File: config.mk
export PLATFORM = sky130hd
export DESIGN_NAME = deadlock_stall_watchdog
export DESIGN_NICKNAME = d
export VERILOG_FILES = /design/src/rtl/deadlock_mon_pkg.sv /design/src/rtl/stall_prio_enc.sv /design/src/rtl/deadlock_stall_watchdog.sv
export SDC_FILE = /design/constraint.sdc
export NUM_CORES = 1
export LEC_CHECK = 0
export CORE_MARGIN = 1
export CORE_UTILIZATION = 50
export CTS_CLUSTER_DIAMETER = 30
export DETAILED_ROUTE_END_ITERATION = 12
export PLACE_DENSITY = 0.83
export SLEW_MARGIN = 10
export SYNTH_ARGS = -nofsm -noshare
export SYNTH_HDL_FRONTEND = slang
export SYNTH_HIERARCHICAL = 1
export SYNTH_SLANG_ARGS = --single-unit
File: constraint.sdc
create_clock -name kernel_monitor_clock -period 9.1 [get_ports kernel_monitor_clock]
set_input_delay 1.82 -clock kernel_monitor_clock [delete_from_list [all_inputs] [get_ports kernel_monitor_clock]]
set_output_delay 1.82 -clock kernel_monitor_clock [all_outputs]
set_load 0.05 [all_outputs]
File: src/rtl/deadlock_mon_pkg.sv
`default_nettype none
// +--------------------------------------------------------------------------+
// | deadlock_mon_pkg : shared FSM state type and default sizing for the      |
// |                    deadlock/stall watchdog.                              |
// | Revision: 1.0                                                            |
// +--------------------------------------------------------------------------+
package deadlock_mon_pkg;

  typedef enum logic [1:0] {
    ST_IDLE    = 2'd0,
    ST_WATCH   = 2'd1,
    ST_BLOCKED = 2'd2
  } state_e;

  localparam int c_DEF_N_AXIS = 4;
  localparam int c_DEF_N_INST = 4;
  localparam int c_DEF_CNT_W  = 16;
  localparam int c_DEF_EVT_W  = 8;

endpackage
`default_nettype wire

File: src/rtl/stall_prio_enc.sv
`default_nettype none
// +--------------------------------------------------------------------------+
// | stall_prio_enc : lowest-index-first priority encoder over a stall vector.|
// | Revision: 1.0                                                            |
// +--------------------------------------------------------------------------+
module stall_prio_enc #(
  parameter int W     = 8,
  parameter int IDX_W = 3
) (
  input  logic [W-1:0]     vec_i,
  output logic [IDX_W-1:0] first_o
);

  // Scan from the top down so the lowest set bit is the last writer.
  always_comb begin
    first_o = '0;
    for (int i = W - 1; i >= 0; i--) begin
      if (vec_i[i]) first_o = IDX_W'(i);
    end
  end

endmodule
`default_nettype wire

File: src/rtl/deadlock_stall_watchdog.sv
`default_nettype none
// +--------------------------------------------------------------------------+
// | deadlock_stall_watchdog : declares a deadlock when a non-idle stall      |
// |                           vector persists unchanged for threshold cycles.|
// | Revision: 1.0                                                            |
// +--------------------------------------------------------------------------+
module deadlock_stall_watchdog
  import deadlock_mon_pkg::*;
#(
  parameter int  N_AXIS = c_DEF_N_AXIS,
  parameter int  N_INST = c_DEF_N_INST,
  parameter int  CNT_W  = c_DEF_CNT_W,
  parameter int  EVT_W  = c_DEF_EVT_W,
  localparam int N_TOT  = N_AXIS + N_INST,
  localparam int FC_W   = (N_TOT > 1) ? $clog2(N_TOT) : 1
) (
  input  logic              kernel_monitor_clock,
  input  logic              kernel_monitor_reset,
  input  logic [N_AXIS-1:0] axis_block_sigs,
  input  logic [N_INST-1:0] inst_block_sigs,
  input  logic [N_INST-1:0] inst_idle_sigs,
  input  logic              enable,
  input  logic [CNT_W-1:0]  threshold,
  input  logic              clear,
  output logic              block,
  output logic              block_pulse,
  output logic              block_seen,
  output logic [N_TOT-1:0]  blocked_mask,
  output logic [FC_W-1:0]   first_chan,
  output logic [EVT_W-1:0]  event_count
);

  logic [N_TOT-1:0] w_vec;
  logic             w_cand;
  logic             w_progress;
  logic             w_entry;
  logic [CNT_W-1:0] w_thr_eff;
  logic [FC_W-1:0]  w_first;

  state_e           state_q, state_d;
  logic [CNT_W-1:0] cnt_q, cnt_d;
  logic [N_TOT-1:0] snap_q, snap_d;

  logic             block_q;
  logic             block_pulse_q;
  logic             block_seen_q;
  logic [N_TOT-1:0] blocked_mask_q;
  logic [FC_W-1:0]  first_chan_q;
  logic [EVT_W-1:0] event_count_q;

  assign w_vec      = {inst_block_sigs, axis_block_sigs};
  assign w_cand     = enable & (|w_vec) & ~(&inst_idle_sigs);
  assign w_progress = (w_vec != snap_q);
  assign w_thr_eff  = (threshold == '0) ? CNT_W'(1) : threshold;

  stall_prio_enc #(
    .W     (N_TOT),
    .IDX_W (FC_W)
  ) u_prio_enc (
    .vec_i   (w_vec),
    .first_o (w_first)
  );

  always_comb begin
    state_d = state_q;
    cnt_d   = cnt_q;
    snap_d  = snap_q;
    case (state_q)
      ST_IDLE: begin
        if (w_cand) begin
          state_d = ST_WATCH;
          cnt_d   = CNT_W'(1);
          snap_d  = w_vec;
        end else begin
          cnt_d   = '0;
        end
      end
      ST_WATCH: begin
        if (!w_cand) begin
          state_d = ST_IDLE;
          cnt_d   = '0;
        end else begin
          if (w_progress) begin
            cnt_d  = CNT_W'(1);
            snap_d = w_vec;
          end else if (cnt_q != '1) begin
            cnt_d  = cnt_q + CNT_W'(1);
          end
          // Threshold is compared live, so lowering it mid-watch fires at once.
          if (cnt_d >= w_thr_eff) state_d = ST_BLOCKED;
        end
      end
      ST_BLOCKED: begin
        if (!w_cand || w_progress) begin
          state_d = ST_IDLE;
          cnt_d   = '0;
        end
      end
      default: begin
        state_d = ST_IDLE;
        cnt_d   = '0;
      end
    endcase
  end

  assign w_entry = (state_q == ST_WATCH) && (state_d == ST_BLOCKED);

  always_ff @(posedge kernel_monitor_clock or posedge kernel_monitor_reset) begin
    if (kernel_monitor_reset) begin
      state_q        <= ST_IDLE;
      cnt_q          <= '0;
      snap_q         <= '0;
      block_q        <= 1'b0;
      block_pulse_q  <= 1'b0;
      block_seen_q   <= 1'b0;
      blocked_mask_q <= '0;
      first_chan_q   <= '0;
      event_count_q  <= '0;
    end else begin
      state_q       <= state_d;
      cnt_q         <= cnt_d;
      snap_q        <= snap_d;
      block_q       <= (state_d == ST_BLOCKED);
      block_pulse_q <= w_entry;
      // An entry in the same cycle as clear counts as the first new event.
      if (w_entry) begin
        blocked_mask_q <= w_vec;
        first_chan_q   <= w_first;
        block_seen_q   <= 1'b1;
        if (clear)
          event_count_q <= EVT_W'(1);
        else if (event_count_q != '1)
          event_count_q <= event_count_q + EVT_W'(1);
      end else if (clear) begin
        block_seen_q  <= 1'b0;
        event_count_q <= '0;
      end
    end
  end

  assign block        = block_q;
  assign block_pulse  = block_pulse_q;
  assign block_seen   = block_seen_q;
  assign blocked_mask = blocked_mask_q;
  assign first_chan   = first_chan_q;
  assign event_count  = event_count_q;

endmodule
`default_nettype wire

==> results.md <==
- The netlist uses 58 different library cells.
- The worst supply voltage drop on vdd is between 0.09 and 0.1 mV.
- In this run the remaining antenna-violating nets after routing total 0.
- The data arrival time at the worst-slack endpoint is approximately 6.6 ns.
- The maximum clock skew at final layout is between 0.01 and 0.015 ns.
- In this run the worst path has a maximum fanout of 26.
- By area the synthesized netlist is led by dfrtp_1 (38%), ha_1 (7.1%), mux2_1 (3.9%), mux2_2 (3.9%), xor2_1 (3.8%).
- Along the worst hold path, the cell count comes to 1.
- The most repeated cell in the gate-level netlist after synthesis is dfrtp_1.
- The die covers between 6000 and 7000 um^2.
- From left edge to right edge, the die measures approximately 80 um.
- The worst path needs 6.35 ns of the cycle, external delays included.
- The number of pins exceeding their max-slew limit in the final report is 0.
- The complex-gate fraction of the synthesized area is 0.163.
- The count of standard-cell rows is 28.
- The height of the chip is 81.9 um.
- Setup violations remaining at the end of the flow were counted as 0.
- The total power density per cell area is approximately 100 nW/um^2.
- The detailed-route vias per instance is 5.97.
- Summing every instance area after synthesis gives between 3000 and 4000 um^2.
- The post-synthesis net count is between 300 and 400.
- The routed wirelength normalized by instance count is ~16 um.
- The leakage power is about 1.6 nW.
- By startpoint and endpoint, the worst setup path is classified as primary input to flip-flop.
- In the final timing run, aggregate negative setup slack is 0 ns.
- The repair_antennas step left the layout with diodes totalling 0.
- The share of the Yosys chip area taken by registers is 0.376.
- For the worst flop-to-flop path, the logic depth is 13.
- The Yosys step of the flow raised 6 warnings.
- In this run, CTS created clock tree buffers numbering 5.
- The share of final-layout standard cells stronger than drive strength 1 is 0.0935.
- During placement, the flow inserted port buffers numbering 53.
- Of the total synthesized cell area, the portion taken by AND, OR, NAND and NOR gates is 0.193.
- Global routing finished with a remaining overflow of 0.
- The post-synthesis cell count is around 340.
- After detailed routing, the total wire length is between 7000 and 8000 um.
- The total count of hold-check failures in the final report was 0.
- TritonCTS built the clock tree.
- Setup repair after global routing left no endpoint under its margin.
- The post-layout net count is between 400 and 500.
- The number of top-level pins is 54.
- The share of synthesized area in the top cell type comes to 0.376.
- The buffer depth of the longest clock path is 2.
- In the routed design, unresolved DRC markers number 0.
- The commonest cells after synthesis are dfrtp_1 (48), inv_1 (25), nand2_1 (23), nor2_1 (23), a21oi_1 (19).
- The worst slew margin relative to its limit is 0.330.
- Among all flip-flop cells after synthesis, the most frequent one is dfrtp_1.
- The count of clock tree sinks is between 40 and 50.
- The run finished with clean final reports.
- After clock tree synthesis, the clock-pin slew on the worst setup and hold paths is about 0.090 ns.
- The initial antenna violation count is 0.
- Max-cap violations in this run came to 0.
- The number of global-route vias before repair is approximately 2600.
- The flip-flop and latch count after synthesis is between 40 and 50.
- The synthesized design spends more area on one cell type than any other, namely dfrtp_1.
- For this design, the CTS-stage hold fixing added 0 buffers.
- The count of fill cells added during filler insertion is about 510.
- The xor-xnor portion of the synthesized cell area is 0.0494.
- In this run the worst hold path is classified as flip-flop to flip-flop.
- The first-pass detailed-route iteration total is 6.
- The starting density of the core is 0.530.
- The later-pin clock latency in the skew report is 0.31 ns.
- Post-CTS timing repair inserted 0 buffers for setup.
- The global-route wire length before repair is ~12000 um.
- Of the total synthesized cell area, the portion taken by full adders, half adders and majority gates is 0.0705.
- STA classifies the critical path endpoint as a flip-flop.
- The congestion estimate from routability-driven global placement came to around 0.89.
- The synthesized area divided by synthesized cell count is ~9.5 um^2.
- STA classifies the critical path startpoint as a primary input.
- The HPWL reported at the end of detailed placement is between 5000 and 6000 um.
- The first-iteration detailed-routing DRC count is 195.
- The core outline area is between 6000 and 7000 um^2.
- The mux cell area share after synthesis is 0.0964.
- Entering global routing, the biggest net connects between 40 and 50 pins.
- The share of flip-flops with an asynchronous set or reset is 1.00.
- By area, the combinational part of the netlist is dominated by simple AND/OR/NAND/NOR gates.
- The number of enable flip-flop cells after synthesis is 0.
- For the pin with the worst max-slew slack, the measured transition is slightly above 1 ns.
- The growth of design area from synthesis to finish is 20.0%.
- At the end of the flow the core is filled with cells to 0.636.
- In the finished design, the share of the clock period the worst path needs comes to 0.698.
- The global-route usage over all layers is 0.236.
- After clock tree synthesis, the repair step resized 0 gates.
- The root buffer cell chosen for the clock tree is clkbuf_8.
- For this run, the top clock speed supported by timing is 157 MHz.
- STA puts the critical path data required time at between 9 and 10 ns.
- Summing over every cut layer, the via total after detailed routing is 2747.
- The clock tree synthesis step divided the H-tree into 2 levels.
per-layer routing:
layer | track usage | vias to the layer above | wire length, um
met5 | 0 | - | 0
met4 | 0.109 | 0 | 138
met3 | 0.0422 | 13 | 328
met2 | 0.398 | 72 | 3640
met1 | 0.290 | 1341 | 3200
li1 | - | 1321 | -
metrics by stage:
stage / hold WS [ns] / total power, W / cells / area (um^2) / worst slack (ns)
6_report: 0.493 / 0.000395 / 460 / 3830 / 2.75
5_1_grt: 0.511 / 0.000409 / 460 / 3830 / 2.40
4_1_cts: 0.496 / 0.000397 / 460 / 3830 / 2.75
3_5_place_dp: 0.470 / 0.000273 / 453 / 3750 / 2.44
3_3_place_gp: 0.468 / 0.000271 / 453 / 3750 / 2.69
2_1_floorplan: 0.485 / 0.000249 / 337 / 3190 / 4.05
power breakdown:
| part | internal, W | switching [W] |
|---|---|---|
| combinational | 0.0000238 | 0.0000229 |
| sequential | 0.000218 | 0.00000412 |
| clock | 0.0000522 | 0.0000744 |
| total | 0.000294 | 0.000101 |
cells by family after synthesis:
family	after synthesis
compound gates	70
xor+xnor	18
fa+ha+maj	18
buf+inv	38
flops	48
mux	28
simple gates	117
final cells by class:
cell class	instances	area (um^2)	share of cell area
Inverter	25	93.8	0.0245
Multi-Input combinational cell	251	1830	0.476
Timing Repair Buffer	54	538	0.140
Sequential cell	48	1200	0.313
Tap cell	75	93.8	0.0245
Clock buffer	5	68.8	0.0180
Clock inverter	2	12.5	0.00326
worst max-delay path: stages:
cell and delay [ns]:
clkdlybuf4s50_1 0.64, xor2_1 0.12, nor4_1 0.56, nand2_1 0.62, nor2_1 0.32, ha_1 0.17
and4_1 0.25, o211ai_1 0.11, or4_4 0.54, a41oi_4 0.75, nor3b_2 0.30, mux2_1 0.33
path summary, 6_finish.rpt:
check / to / slack, ns / from
setup / recovery: event_count[5] / 2.75 / axis_block_sigs[2]
hold / removal: block_seen / 0.49 / block_seen
setup reg to reg: event_count[5] / 4.16 / cnt_q[3]
hold reg to reg: block_seen / 0.49 / block_seen
max in group asynchronous: cnt_q[13] / 6.39 / kernel_monitor_reset
min in group asynchronous: blocked_mask[2] / 2.06 / kernel_monitor_reset
flip-flops by register name, indices dropped and copies added, names as in the netlist:
register	count
block	1
block_pulse	1
block_seen	1
blocked_mask	8
cnt_q	16
event_count	8
first_chan	3
snap_q	8
state_q	2
cells in the final DEF (no fill, tap or decap), types with 11 or more instances in the layout:
cell,Yosys,routed
clkdlybuf4s50_1,0,53
dfrtp_1,48,48
inv_1,25,24
nand2_1,23,23
nor2_1,23,23
a21oi_1,19,19
ha_1,18,18
nand3_1,16,16
xor2_1,14,14
a31oi_1,12,12
mux2_2,11,11
mux2_1,11,11
(Power assumes the default switching activity.)
